File: config.mk
export PLATFORM = sky130hd
export DESIGN_NAME = scan_result_resolver
export DESIGN_NICKNAME = d
export VERILOG_FILES = /design/src/rtl/scan_result_resolver_pkg.sv /design/src/rtl/scan_result_resolver_lowest_set_finder.sv /design/src/rtl/scan_result_resolver.sv
export SDC_FILE = /design/constraint.sdc
export NUM_CORES = 1
export LEC_CHECK = 0
export CORE_MARGIN = 2
export CORE_UTILIZATION = 31
export CTS_BUF_LIST = sky130_fd_sc_hd__clkbuf_8 sky130_fd_sc_hd__clkbuf_16
export DETAILED_ROUTE_END_ITERATION = 16
export DONT_BUFFER_PORTS = 1
export SYNTH_ARGS = -nofsm -noshare
export SYNTH_HDL_FRONTEND = slang
export SYNTH_SLANG_ARGS = --single-unit
File: constraint.sdc
create_clock -name clk -period 2.5 [get_ports clk]
set_input_delay 0.25 -clock clk [delete_from_list [all_inputs] [get_ports clk]]
set_output_delay 0.25 -clock clk [all_outputs]
set_load 0.1 [all_outputs]
File: src/rtl/scan_result_resolver_pkg.sv
// rtl/scan_result_resolver_pkg.sv - shared definitions for the scan result resolver (samDefines)
package scan_result_resolver_pkg;

  // Bit positions inside one group's two-bit compare result
  localparam int CMP_EQ = 1;
  localparam int CMP_LT = 0;

  // Default row geometry; the result struct is sized from these
  localparam int SAM_GROUP_CNT      = 32;
  localparam int SAM_GROUP_ADR_BITS = 5;

  // Resolver FSM encoding
  localparam logic [2:0] ST_IDLE    = 3'd0;
  localparam logic [2:0] ST_SETTLE  = 3'd1;
  localparam logic [2:0] ST_RESOLVE = 3'd2;
  localparam logic [2:0] ST_REPORT  = 3'd3;
  localparam logic [2:0] ST_HELD    = 3'd4;

  typedef struct packed {
    logic                          hit;
    logic [SAM_GROUP_ADR_BITS-1:0] hitGrp;
    logic [SAM_GROUP_ADR_BITS:0]   insGrp;
    logic                          rowFull;
    logic                          empty;
  } SCAN_RSLT;

endpackage

File: src/rtl/scan_result_resolver_lowest_set_finder.sv
// rtl/scan_result_resolver_lowest_set_finder.sv - priority finder for the lowest set bit of a vector
module lowest_set_finder #(
  parameter int WIDTH    = 32,
  parameter int IDX_BITS = 5
) (
  input  logic [WIDTH-1:0]    vec,
  output logic                found,
  output logic [IDX_BITS-1:0] idx
);

  // Scan from the top down so the lowest set bit is the last one written
  always_comb begin
    found = 1'b0;
    idx   = '0;
    for (int i = WIDTH - 1; i >= 0; i--) begin
      if (vec[i]) begin
        found = 1'b1;
        idx   = IDX_BITS'(i);
      end
    end
  end

endmodule

File: src/rtl/scan_result_resolver.sv
// rtl/scan_result_resolver.sv - reduces per-group scan outputs to one result and drives the insert shift; optional SCAN_RESOLVE_STATS_EN
module scan_result_resolver
  import scan_result_resolver_pkg::*;
#(
  parameter int GROUP_CNT      = SAM_GROUP_CNT,
  parameter int GROUP_ADR_BITS = SAM_GROUP_ADR_BITS,
  parameter int SETTLE_CYCLES  = 2
) (
  input  logic                      clk,
  input  logic                      resetN,
  input  logic                      scanStart,
  input  logic [2*GROUP_CNT-1:0]    grpRslt,
  input  logic [GROUP_CNT-1:0]      overTgt,
  input  logic [GROUP_CNT-1:0]      stop,
  input  logic [GROUP_CNT-1:0]      rowFull,
  output logic                      rsltValid,
  input  logic                      rsltReady,
  output logic                      rsltHit,
  output logic [GROUP_ADR_BITS-1:0] rsltHitGrp,
  output logic [GROUP_ADR_BITS:0]   rsltInsGrp,
  output logic                      rsltRowFull,
  output logic                      rsltEmpty,
  input  logic                      shiftReq,
  output logic                      shiftErr,
  output logic [GROUP_CNT-1:0]      insertPoint,
  output logic [GROUP_CNT-1:0]      grpMask,
  output logic                      busy
`ifdef SCAN_RESOLVE_STATS_EN
  ,
  output logic [15:0]               statScans,
  output logic [15:0]               statHits,
  output logic [15:0]               statShifts
`endif
);

  localparam int CNT_W = (SETTLE_CYCLES > 1) ? $clog2(SETTLE_CYCLES) : 1;

  logic [2:0]                state;
  logic [CNT_W-1:0]          settleCnt;
  SCAN_RSLT                  rslt;
  logic [GROUP_CNT-1:0]      validVec, eqVec, ltVec;
  logic                      hitFound, ltFound, stopFound;
  logic [GROUP_ADR_BITS-1:0] hitIdx, ltIdx, stopIdx;
  logic [GROUP_ADR_BITS:0]   insGrpC;
  logic [GROUP_CNT-1:0]      maskC, onehotC;
  logic                      shiftOk;

  // Per-group qualification: only groups over a key and not stopped count
  always_comb begin
    validVec = overTgt & ~stop;
    eqVec    = '0;
    ltVec    = '0;
    for (int g = 0; g < GROUP_CNT; g++) begin
      eqVec[g] = validVec[g] & grpRslt[2*g+CMP_EQ];
      ltVec[g] = validVec[g] & grpRslt[2*g+CMP_LT] & ~grpRslt[2*g+CMP_EQ];
    end
  end

  lowest_set_finder #(.WIDTH(GROUP_CNT), .IDX_BITS(GROUP_ADR_BITS)) uHitFind (
    .vec(eqVec), .found(hitFound), .idx(hitIdx));
  lowest_set_finder #(.WIDTH(GROUP_CNT), .IDX_BITS(GROUP_ADR_BITS)) uLtFind (
    .vec(ltVec), .found(ltFound), .idx(ltIdx));
  lowest_set_finder #(.WIDTH(GROUP_CNT), .IDX_BITS(GROUP_ADR_BITS)) uStopFind (
    .vec(stop), .found(stopFound), .idx(stopIdx));

  // Insertion point: first smaller key, else first stopped group, else append
  always_comb begin
    if (ltFound)        insGrpC = {1'b0, ltIdx};
    else if (stopFound) insGrpC = {1'b0, stopIdx};
    else                insGrpC = (GROUP_ADR_BITS+1)'(GROUP_CNT);
  end

  // Shift pattern derived from the held insertion point
  always_comb begin
    maskC   = '0;
    onehotC = '0;
    for (int g = 0; g < GROUP_CNT; g++) begin
      maskC[g]   = (GROUP_ADR_BITS+1)'(g) < rslt.insGrp;
      onehotC[g] = (GROUP_ADR_BITS+1)'(g) == rslt.insGrp;
    end
  end

  assign shiftOk = ((state == ST_REPORT) || (state == ST_HELD)) && !rslt.rowFull && !rslt.hit;

  // Resolver FSM, result register and one-cycle shift/error outputs
  always_ff @(posedge clk or negedge resetN) begin
    if (!resetN) begin
      state       <= ST_IDLE;
      settleCnt   <= '0;
      rslt        <= '0;
      grpMask     <= '1;
      insertPoint <= '0;
      shiftErr    <= 1'b0;
    end else begin
      grpMask     <= '1;
      insertPoint <= '0;
      shiftErr    <= 1'b0;
      if (shiftReq) begin
        if (shiftOk) begin
          grpMask     <= maskC;
          insertPoint <= onehotC;
          rslt        <= '0;
        end else begin
          shiftErr    <= 1'b1;
        end
      end
      case (state)
        ST_IDLE: begin
          if (scanStart) begin
            state     <= ST_SETTLE;
            settleCnt <= CNT_W'(SETTLE_CYCLES - 1);
          end
        end
        ST_SETTLE: begin
          if (settleCnt == '0) state <= ST_RESOLVE;
          else                 settleCnt <= settleCnt - 1'b1;
        end
        ST_RESOLVE: begin
          rslt.hit     <= hitFound;
          rslt.hitGrp  <= hitIdx;
          rslt.insGrp  <= insGrpC;
          rslt.rowFull <= |rowFull;
          rslt.empty   <= ~|validVec;
          state        <= ST_REPORT;
        end
        ST_REPORT: begin
          if (shiftReq && shiftOk) begin
            state <= ST_IDLE;
          end else if (rsltReady) begin
            if (scanStart) begin
              state     <= ST_SETTLE;
              settleCnt <= CNT_W'(SETTLE_CYCLES - 1);
            end else begin
              state     <= ST_HELD;
            end
          end
        end
        ST_HELD: begin
          if (shiftReq && shiftOk) begin
            state <= ST_IDLE;
          end else if (scanStart) begin
            state     <= ST_SETTLE;
            settleCnt <= CNT_W'(SETTLE_CYCLES - 1);
          end
        end
        default: state <= ST_IDLE;
      endcase
    end
  end

  assign rsltValid   = (state == ST_REPORT);
  assign busy        = (state != ST_IDLE) && (state != ST_HELD);
  assign rsltHit     = rslt.hit;
  assign rsltHitGrp  = rslt.hitGrp;
  assign rsltInsGrp  = rslt.insGrp;
  assign rsltRowFull = rslt.rowFull;
  assign rsltEmpty   = rslt.empty;

`ifdef SCAN_RESOLVE_STATS_EN
  // Saturating activity counters
  always_ff @(posedge clk or negedge resetN) begin
    if (!resetN) begin
      statScans  <= '0;
      statHits   <= '0;
      statShifts <= '0;
    end else begin
      if (state == ST_RESOLVE && statScans != 16'hFFFF) statScans <= statScans + 16'd1;
      if (state == ST_RESOLVE && hitFound && statHits != 16'hFFFF) statHits <= statHits + 16'd1;
      if (shiftReq && shiftOk && statShifts != 16'hFFFF) statShifts <= statShifts + 16'd1;
    end
  end
`endif

endmodule

# After elaboration in Yosys (flattened, before gate mapping)

Cells that the tools add are included.

Equality and inequality tests: 41
Reduce and logical (&&, ||, !) cells: 19
$lt $le $gt $ge: 32
Mux-type cells: 216
$add $sub $neg: 1
Bitwise operators: 130

Operator list:

| operator           | number |
|---|---|
| $mux 5             | 96 |
| $mux 32            | 4 |
| $mux 1             | 103 |
| $and 1x1->1        | 96 |
| $eq 5x6->1 const A | 16 |
| $lt 5x6->1 const A | 16 |
| $reduce_or 32->1   | 2 |
| $eq 4x6->1 const A | 8 |
| $lt 4x6->1 const A | 8 |
| $mux 14            | 3 |
| $and 32x32->32     | 1 |
| $not 1->1          | 32 |
| $not 32->32        | 1 |
| $eq 3x6->1 const A | 4 |
| $lt 3x6->1 const A | 4 |
| $mux 3             | 6 |
| $pmux 3 s5         | 1 |
| $eq 2x6->1 const A | 2 |
| $lt 1x6->1 const A | 2 |
| $lt 2x6->1 const A | 2 |
| $mux 6             | 2 |
| $eq 1x6->1 const A | 1 |
| $eq 3x2->1 const B | 2 |
| $logic_not 6->1    | 1 |
| other kinds (17)   | 26 |

Word-level logic and storage cells: 449
Input port bits: 165
Output and inout port bits: 81
Register bits: 83

# Depth between registers and ports, before layout

Gate-level depths: netlist of run 1.

Word-level depth: 38
Gate-level depth with buffers: 12
Depth with buffers taken out: 11

# Hierarchy

A second synthesis of run 1 with hierarchy kept.

Cell total of the unflattened synthesis: 591
Area, all modules: 4998.5 um^2

Modules (own cells, without submodules):

| module               | area each (um^2) | instances | sequential area each (um^2) | cells an instance |
|---|---|---|---|---|
| scan_result_resolver | 3887.5           | 1         | 2117.0                      | 396 |
| lowest_set_finder    | 370.4            | 3         | 0.0                         | 65 |

# Least setup slack after synthesis of run 1

Ideal clock, no wire load.

Path type: flip-flop to flip-flop
Start point: register state[2]
End point: register grpMask[0]
Cell stages (with the launch flop): 12
Buffers on the path: 0
Setup time: 0.072 ns
Arrival: 2.710 ns
Data required time: 2.428 ns
Path slack: -0.282 ns
Path through: dfrtp_1 -> and3b_1 -> a21oi_1 -> or4b_4 -> nor2_8 -> inv_2 -> nor2_8 -> inv_4 -> nor2_8 -> inv_4 -> nor2_4 -> inv_2

Cells in the longest elaborated chain, start to end: 6
Elaborated cells on any way between the ends: 7
Those cells by class: 2 x eq/ne; 2 x mux; 3 x reduce/logical

Ends and longest elaborated chain:

| item                            | line                        | source |
|---|---|---|
| from (decl)                     | scan_result_resolver.sv:38  | `logic [2:0] state;` |
| from (signal assigned)          | scan_result_resolver.sv:88  | `state <= ST_IDLE;` |
| from (signal assigned)          | scan_result_resolver.sv:110 | `state <= ST_SETTLE;` |
| from (signal assigned)          | scan_result_resolver.sv:115 | `if (settleCnt == '0) state <= ST_RESOLVE;` |
| $eq 3x2->1                      | n/a                         |  |
| via rsltValid                   | scan_result_resolver.sv:16  | `output logic rsltValid,` |
| $logic_or 1x1->1                | scan_result_resolver.sv:83  | `assign shiftOk = ((state == ST_REPORT) \|\| (state == ST_HELD)) && !rslt.rowFull && !rslt.hit;` |
| $logic_and 1x1->1 (2 in series) | scan_result_resolver.sv:83  |  |
| $mux 32                         | scan_result_resolver.sv:99  | `if (shiftOk) begin` |
| $mux 32                         | scan_result_resolver.sv:98  | `if (shiftReq) begin` |
| to (signal assigned)            | scan_result_resolver.sv:100 | `grpMask <= maskC;` |
| to (decl)                       | scan_result_resolver.sv:26  | `output logic [GROUP_CNT-1:0] grpMask,` |

The timed path passes the listed nets, and every way through them passes these cells.
A chain may end at the register's enable or synchronous reset.

# Worst setup path in the final report of run 1

Start point: register state[2]
End point: register insertPoint[7]

Cells in the longest elaborated chain, start to end: 6
Elaborated cells on any way between the ends: 7
Those cells by class: 2 x eq/ne; 2 x mux; 3 x reduce/logical

Ends and longest elaborated chain:

| item                                            | line                        | source |
|---|---|---|
| $eq 3x2->1 / $eq 3x3->1 (equally long branches) | scan_result_resolver.sv:83  |  |
| $logic_or 1x1->1 *                              | scan_result_resolver.sv:83  |  |
| $logic_and 1x1->1 * (2 in series)               | scan_result_resolver.sv:83  |  |
| $mux 32 *                                       | scan_result_resolver.sv:99  |  |
| $mux 32 *                                       | scan_result_resolver.sv:98  |  |
| to (signal assigned)                            | scan_result_resolver.sv:101 | `insertPoint <= onehotC;` |
| to (decl)                                       | scan_result_resolver.sv:25  | `output logic [GROUP_CNT-1:0] insertPoint,` |

Mark *: on every way between the ends. The rest lies on a longest branch, timed or not.

==> flow_summary.json, run 1 <==
{
  "area_delta_synth_final_pct": 15.4,
  "ant_nets": 0,
  "clk_pin_slew_ps": 60,
  "io_buffers": 0,
  "finalPower_mw": 5.06,
  "nets": 765,
  "maxCapViolCount": 0,
  "n_antenna_cell": 0,
  "drtIter0Drc": 399,
  "crit_type": "flop to flop",
  "end_kind": "flop",
  "min_period_ps": 2270,
  "hold_path_class": "input pin to flop",
  "routed_wl_mm": 18.2,
  "cts_tree": "yes",
  "grt_pass1_vias": 4783,
  "worst_slew_pin_slew_ps": 927,
  "place_area_um2": 5380,
  "p_per_area_nw_per_um2": 876,
  "antenna_found_initial": 0,
  "wl_per_cell_um": 22.2,
  "fin_worst_skew_ps": 5.48,
  "crit_slowest_cell": "or4b_4",
  "fp.coreArea_um2": 15800,
  "fin_crit_sh_pct": 90.9,
  "syn_area_um2": 5010,
  "ctsHtreeMaxLevel": 3,
  "ys_ff_latch": 83,
  "synth-xor-area-share_pct": 0,
  "cts-root-buf": "clkbuf_16",
  "ys_warn_count": 0,
  "max_slew_margin_pct": 38.3,
  "grt_max_degree": 84,
  "dpl_worst_slack_ps": 94.7,
  "gp_congestion": 0.923,
  "drive_gt1_share_pct": 17.2,
  "insertion_delay_ps": 330,
  "worst_ir_drop_vdd_v": 0.000375,
  "outcome": "finished, final reports clean",
  "fp.dieH_um": 131,
  "fp.dieW_um": 131,
  "synth_top_flop_cell": "dfrtp_1",
  "io_pins": 246,
  "leakage_nw": 2.35,
  "drcViolationCount": 0,
  "synth_nets": 738,
  "synth_top_family_by_area": "simple AND/OR/NAND/NOR gates",
  "start_util_pct": 31.6,
  "crit_top_cell": "nor2_8",
  "synth_compound_area_share_pct": 15.8,
  "numCtsBuffers": 9,
  "cp_slowest_stage_delay_ps": 570,
  "viasPerCell": 5.81,
  "async_reset_ff_share_pct": 100,
  "cts_sinks": 83,
  "fin_tns_setup_ps": 0,
  "report.final.slew_viol_count": 0,
  "synth_enable_flop_cells": 0,
  "grt_setup_unrepaired": "no",
  "crit_chain": "and3b_2 > a21oi_1 > or4b_4 > nor2_8 > inv_2 > nor2_8 > inv_4 > nor2_8 > inv_4 > nor2_1",
  "synth_adder_area_share_pct": 0,
  "cp.arrival_ps": 2520,
  "finalHoldViolCount": 0,
  "cp.required_ps": 2750,
  "fmax_mhz": 440,
  "worst-path-buf-inv": 3,
  "grt_pass1_wl_mm": 28.0,
  "drtPass1Iterations": 5,
  "grt_use_total_pct": 20.7,
  "crit_path_max_fanout": 14,
  "syn-mean-instance-area_um2": 8.74,
  "gr-total-overflow": 0,
  "synth_cell_type_count": 72,
  "setup_viol_count_final": 0,
  "place_hpwl_mm": 15.1,
  "vias": 4771,
  "rows": 46,
  "synth-simple-area-share_pct": 38.7,
  "seq_area_frac_synth_pct": 42.3,
  "dieArea_um2": 17200,
  "crit_path_start_kind": "flop",
  "path_delay_family": "simple AND/OR/NAND/NOR gates",
  "synthMuxAreaShare_pct": 0.200,
  "final_area_um2": 5780,
  "clk_path_buf_depth": 2,
  "fin_ws_ps": 227,
  "synthCells": 573
}
==> repair_timing <==
action	in CTS	in global routing
setup buffers	0	1
endpoints found under the setup margin	0	26
resized for setup	0	2
hold buffers	3	0
hold endpoints to repair	84	0
==> report_power, final <==
part	leakage, nW	switching [mW]	internal [mW]
Clock	0.161	0.547	0.914
Sequential	1.02	0.313	1.46
Combinational	1.17	1.34	0.482
==> flip-flops by register name (all words and copies together) (netlist names) <==
name and cells:
rsltRowFull 1, rsltHit 1, state 3, insertPoint 32, grpMask 32, rsltInsGrp 6, shiftErr 1, rsltHitGrp 5
settleCnt 1, rsltEmpty 1
==> cell families (layout without fill, tap and decap cells) <==
kind of cell           count (synthesis)  in the layout
and+or+nand+nor                      337            337
DFF                                   83             83
buffers and inverters                 32             64
muxes                                  1              1
AOI/OAI and AO/OA                    120            120
==> metal layers <==
metal	track usage (%)	wire (um)	up-vias	share of wire [%]
met3	6.06	1610	21	8.8
li1	-	-	2152	-
met1	23.6	6860	2303	38
met4	3.93	229	0	1.3
met5	0	0	-	0
met2	38.5	9540	295	52
==> cell usage after synthesis (all sizes together), types with 7 or more instances <==
master	number	share of area, %
a21oi	25	2.5
a31oi	7	0.87
and3b	7	1.2
clkbuf	7	0.72
dfrtp	51	25
dfstp	32	17
inv	22	1.7
nand2	87	6.5
nand3	18	1.9
nand3b	11	1.7
nand4	8	1.0
nand4bb	11	2.5
nor2	80	7.2
nor2b	29	3.6
nor3	20	2.2
nor4	25	3.1
nor4bb	9	1.9
o21ai	33	3.3
o31ai	7	1.0
or4bb	7	1.6
==> layout by cell type (no fill, tap or decap), types with 7 or more instances in the layout <==
master	n
nand2_1	87
nor2_1	74
dfrtp_1	49
o21ai_0	33
dfstp_2	32
nor2b_1	29
a21oi_1	25
nor4_1	25
buf_4	23
nor3_1	19
inv_1	18
nand3_1	17
nand4bb_1	11
nand3b_1	10
clkbuf_16	9
nand4_1	8
nor4bb_1	8
o31ai_1	7
a31oi_1	7
==> final timing paths <==
kind / end / cells past startpoint / slack, ps / start
worst max-delay path: insertPoint[7] / 10 / 230 / state[2]
worst min register to register: rsltHitGrp[4] / 2 / 500 / rsltHitGrp[4]
worst max register to register: insertPoint[7] / 10 / 230 / state[2]
min in group asynchronous: insertPoint[27] / 2 / 500 / resetN
max in group asynchronous: grpMask[0] / 2 / 1680 / resetN
worst min-delay path: shiftErr / 1 / 30 / shiftReq
==> cell type report <==
cell class / count / area (um2)
multi-input combinational: 458 / 2750
timing repair buffer: 26 / 220
inverter: 22 / 87.6
sequential: 83 / 2120
clock buffer: 10 / 239
tap: 216 / 270
clock inverter: 6 / 96.3
fill: 1634 / 10000
==> metrics by stage <==
step           util, %  instances  hold slack (ps)
2_1_floorplan        -        573            -45.6
3_3_place_gp      34.0        801            -42.9
3_5_place_dp      34.0        801            -43.7
4_1_cts           36.4        820             23.8
5_1_grt           36.5        821             26.1
6_report          36.5        821             32.2
No activity file was read; power rests on OpenSTA's default activity.
==> inputs of run 2 (changes only) <==
CAP_MARGIN = 10   (was default)
GPL_ROUTABILITY_DRIVEN = 0   (was default)
clock period = 2.9 ns   (was 2.5 ns; I/O delays follow)
==> run 2 against run 1 <==
Fmax is 7.6% lower; utilization is 1.1 points lower; sequential share of layout area is 1.1 points higher; sequential power decreased by 5%; clock skew rose by 1.9 ps; critical path type unchanged; highest routed layer unchanged.
==> flow_summary.json, run 2 (same netlist as run 1, synthesis figures left out) <==
{
  "grt_setup_unrepaired": "no",
  "crit_path_max_fanout": 17,
  "ctsHtreeMaxLevel": 3,
  "rows": 46,
  "drcViolationCount": 0,
  "cp_slowest_stage_delay_ps": 570,
  "ant_nets": 0,
  "path_delay_family": "simple AND/OR/NAND/NOR gates",
  "vias": 4640,
  "hold_path_class": "input pin to flop",
  "cp.arrival_ps": 2730,
  "rr_startpoint": "state[1]",
  "wl_per_cell_um": 21.7,
  "routed_wl_mm": 17.5,
  "viasPerCell": 5.75,
  "crit_slowest_cell": "or4b_4",
  "crit_type": "flop to flop",
  "crit_chain": "nor2_1 > a21oi_1 > or4b_4 > nor2_8 > inv_2 > nor2_8 > inv_4 > nor2_8 > inv_4 > nor2_4 > inv_2",
  "holdPathStages": 1,
  "worst_ir_drop_vdd_v": 0.000299,
  "dieArea_um2": 17200,
  "end_kind": "flop",
  "setup_viol_count_final": 0,
  "gr-total-overflow": 0,
  "n_antenna_cell": 0,
  "cts_resized": 0,
  "area_delta_synth_final_pct": 12.0,
  "holdCritStartpoint": "scanStart",
  "report.final.slew_viol_count": 0,
  "drive_gt1_share_pct": 14.7,
  "finalPower_mw": 4.06,
  "grt_use_total_pct": 19.8,
  "fmax_mhz": 407,
  "io_buffers": 0,
  "fin_crit_sh_pct": 84.8,
  "r2r_cells": 11,
  "start_util_pct": 31.6,
  "fin_tns_setup_ps": 0,
  "layout_commonest_cell": "nand2_1",
  "crit_path_start_kind": "flop",
  "max_slew_margin_pct": 35.7,
  "finalHoldViolCount": 0,
  "fin_worst_skew_ps": 7.34,
  "leakage_nw": 2.26,
  "dp.cells": 789,
  "worst-path-buf-inv": 4,
  "cp.required_ps": 3170,
  "drtIter0Drc": 339,
  "place_hpwl_mm": 14.5,
  "io_pins": 246,
  "drtPass1Iterations": 6,
  "p_per_area_nw_per_um2": 724,
  "fill_cells": 1634,
  "grt_pass1_vias": 4777,
  "crit_top_cell": "nor2_8",
  "cts_sinks": 83,
  "nets": 751,
  "fp.dieW_um": 131,
  "clk_path_buf_depth": 2,
  "outcome": "finished, final reports clean",
  "startpoint": "state[1]",
  "fp.coreArea_um2": 15800,
  "grt_pass1_wl_mm": 26.6,
  "stdcell_count": 807,
  "fp.dieH_um": 131,
  "cts-root-buf": "clkbuf_16",
  "grt_max_degree": 84,
  "worst_slew_pin_slew_ps": 964,
  "maxCapViolCount": 0,
  "final_cell_mix": "87 x nand2_1, 75 x nor2_1, 50 x dfrtp_1",
  "path_depth": 11,
  "min_period_ps": 2460,
  "cts_tree": "yes",
  "numCtsBuffers": 9,
  "antenna_found_initial": 0,
  "clk_pin_slew_ps": 60,
  "insertion_delay_ps": 330
}
run 2: cell count changes in the layout (fill, tap and decap cells not counted), sizes merged:
cell         delta
buf            -13
bufinv          -2
clkinvlp        +1
dlygate4sd3     -1
clkinv          +2
clkbuf          -1
run 2: layout make-up:
| cell class | instances | area (um2) | area share, % |
|---|---|---|---|
| Multi-Input combinational cell | 458 | 2740 | 48.9 |
| Sequential cell | 83 | 2120 | 37.8 |
| Tap cell | 216 | 270 | 4.82 |
| Clock buffer | 9 | 225 | 4.02 |
| Timing Repair Buffer | 12 | 113 | 2.01 |
| Inverter | 22 | 87.6 | 1.56 |
| Clock inverter | 7 | 53.8 | 0.959 |
run 2: worst paths after layout:
| path | slack (ps) | end |
|---|---|---|
| worst min-delay path | 30 | state[2] |
| max in group asynchronous | 2010 | grpMask[20] |
| worst max-delay path | 440 | grpMask[0] |
| worst max register to register | 440 | grpMask[0] |
| min in group asynchronous | 550 | insertPoint[30] |
| worst min register to register | 550 | settleCnt |
run 2: power by group:
| part | internal [mW] | leakage [nW] | switching, mW | total (mW) |
|---|---|---|---|---|
| sequential | 1.26 | 1.02 | 0.432 | 1.69 |
| clock | 0.583 | 0.133 | 0.461 | 1.04 |
| combinational | 0.362 | 1.10 | 0.969 | 1.33 |
run 2: through the flow:
| step | utilization, % | worst slack [ps] | hold WS [ps] | cell area (um2) |
|---|---|---|---|---|
| finish | 35.4 | 440 | 27.5 | 5610 |
| global route | 35.4 | 230 | 17.5 | 5610 |
| CTS | 35.4 | 454 | 18.3 | 5610 |
| detailed placement | 33.4 | 474 | -3.29 | 5290 |
| global placement | 33.4 | 612 | -2.82 | 5290 |
| floorplan | - | 118 | -5.59 | 5010 |
run 2: what timing repair did:
| item | 4_1_cts | 5_1_grt |
|---|---|---|
| hold endpoints to repair | 83 | 0 |
| setup buffers | 0 | 0 |
| hold buffers | 2 | 0 |
| setup endpoints to repair | 0 | 0 |
run 2: layer usage:
| layer | GRT usage (%) | wire (um) |
|---|---|---|
| met2 | 36.0 | 9020 |
| met1 | 22.4 | 6440 |
| met4 | 7.31 | 465 |
| met5 | 0 | 0 |
| met3 | 4.82 | 1590 |
run 2: worst reg2reg max path: cells and delay by family, from the launching register on:
| family | cells | cell delay (ps) |
|---|---|---|
| AOI/OAI and AO/OA | 1 | 170 |
| and+or+nand+nor | 6 | 1450 |
| buffers and inverters | 4 | 300 |
| DFF | 1 | 470 |
==> inputs of run 3 (changes only) <==
clock period = 2 ns   (was 2.9 ns; I/O delays follow)
==> run 3 against run 2 <==
First-iteration DRC count is 18% lower; routed wire length is 3.6% higher; largest cell class unchanged; largest power group is now combinational cells; the run now ends with negative hold slack, negative setup slack left; clock power is 58% higher; sequential share of layout area is 3.6 points lower; setup slack worse by 470 ps; highest routed layer unchanged; design area is 11% higher.
==> flow_summary.json, run 3 (same netlist as run 1, synthesis figures left out) <==
{
  "outcome": "finished, violations left",
  "violations": "negative hold slack, negative setup slack",
  "area_delta_synth_final_pct": 23.8,
  "nets": 822,
  "vias": 4891,
  "ctsHtreeMaxLevel": 3,
  "hold_slack_ps": -448,
  "numCtsBuffers": 9,
  "fin_ws_ps": -33.6,
  "cts_sinks": 83,
  "cts-root-buf": "clkbuf_16",
  "grt_pass1_vias": 5105,
  "rr_startpoint": "state[2]",
  "hold_path_class": "input pin to async pin",
  "cp.required_ps": 2280,
  "fin_tns_setup_ps": -90.3,
  "wl_per_cell_um": 20.6,
  "fp.dieW_um": 131,
  "place_hpwl_mm": 15.1,
  "clk_pin_slew_ps": 60,
  "clk_path_buf_depth": 2,
  "drtIter0Drc": 278,
  "drive_gt1_share_pct": 25.2,
  "min_period_ps": 2030,
  "antenna_found_initial": 0,
  "ant_nets": 0,
  "dieArea_um2": 17200,
  "crit_path_max_fanout": 6,
  "dp.cells": 857,
  "insertion_delay_ps": 340,
  "routed_wl_mm": 18.1,
  "setup_viol_count_final": 8,
  "fmax_mhz": 492,
  "gr-total-overflow": 0,
  "crit_slowest_cell": "or4b_4",
  "cts_tree": "yes",
  "drcViolationCount": 0,
  "dpl_worst_slack_ps": -50.5,
  "rows": 46,
  "io_buffers": 0,
  "worst_slew_pin_slew_ps": 665,
  "crit_chain": "and3b_4 > a21oi_2 > or4b_4 > nor2_8 > inv_4 > nor2_8 > inv_4 > nor2_8 > inv_4 > nor2_4 > inv_2",
  "cp.arrival_ps": 2310,
  "stdcell_count": 879,
  "layout_commonest_cell": "nand2_1",
  "maxCapViolCount": 0,
  "crit_type": "flop to flop",
  "grt_setup_unrepaired": "yes",
  "fp.dieH_um": 131,
  "grt_max_degree": 84,
  "viasPerCell": 5.56,
  "end_kind": "flop",
  "start_util_pct": 31.6,
  "utilization_pct": 39.2,
  "fin_worst_skew_ps": 5.51,
  "final_cell_mix": "87 x nand2_1, 78 x buf_4, 71 x nor2_1",
  "finalHoldViolCount": 83,
  "max_slew_margin_pct": 55.1,
  "drtPass1Iterations": 5,
  "report.final.slew_viol_count": 0,
  "grt_use_total_pct": 20.7,
  "cp_slowest_stage_delay_ps": 550,
  "p_per_area_nw_per_um2": 1020,
  "fp.coreArea_um2": 15800,
  "finalPower_mw": 6.29,
  "grt_pass1_wl_mm": 28.1,
  "worst_ir_drop_vdd_v": 0.000387,
  "io_pins": 246,
  "crit_path_start_kind": "flop",
  "fin_crit_sh_pct": 102,
  "startpoint": "state[2]",
  "ctsHoldBuffers": 2,
  "leakage_nw": 2.64
}
run 3: cell types whose count changed in the layout (fill, tap and decap cells not counted), moves of 2 or more:
cell	delta
nor2_1	-4
inv_4	+3
a21oi_2	+2
buf_4	+68
buf_6	+3
clkinv_4	-3
nor2_2	+3
a21oi_1	-2
run 3: power breakdown:
| part | internal [mW] | total [mW] | switching [mW] |
|---|---|---|---|
| registers | 1.83 | 2.09 | 0.263 |
| logic | 0.755 | 2.56 | 1.81 |
| clock network | 0.927 | 1.64 | 0.711 |
run 3: final cells by class:
| cell class | instances | area, um2 |
|---|---|---|
| repair buffers | 83 | 639 |
| inverters | 22 | 90.1 |
| fillers | 1610 | 9630 |
| flip-flops and latches | 83 | 2120 |
| well taps | 216 | 270 |
| clock inverters | 6 | 43.8 |
| clock buffers | 10 | 250 |
| diodes | 1 | 2.50 |
| multi-input cells | 458 | 2780 |
run 3: routing by layer:
layer	vias to the layer above	part of all wire [%]	global-route usage (%)
li1	2270	-	-
met1	2319	37	23.5
met2	271	52	38.2
met3	31	8.2	4.51
met4	0	2.6	7.00
met5	-	0	0
run 3: worst paths after layout:
path / to / slack, ps / cells after the start
hold reg to reg: rsltHitGrp[0] / 490 / 2
max in group asynchronous: grpMask[17] / 2250 / 0
hold / removal: insertPoint[7] / -450 / 0
setup / recovery: grpMask[0] / -30 / 11
setup reg to reg: grpMask[0] / -30 / 11
min in group clk: rsltHitGrp[0] / 10 / 2
run 3: through the flow:
| step | instance area (um2) | hold slack [ps] |
|---|---|---|
| finish | 6200 | -448 |
| global route | 6200 | -460 |
| CTS | 6140 | -454 |
| detailed placement | 5810 | -93.5 |
| global placement | 5810 | -92.7 |
| floorplan | 5020 | -95.6 |
run 3: repair_timing:
| action | in CTS | in global routing |
|---|---|---|
| endpoints found under the setup margin | 22 | 55 |
| setup buffers | 1 | 2 |
| gates resized for setup | 1 | 11 |
| pin swaps | 1 | 1 |
| hold endpoints to repair | 85 | 83 |
run 3: critical path, delay by kind of cell (launching register included):
family,cells,cell delay (ps)
buffers and inverters,4,240
AO/OA/AOI/OAI,1,40
flip-flops,1,380
AND/OR/NAND/NOR,6,1310
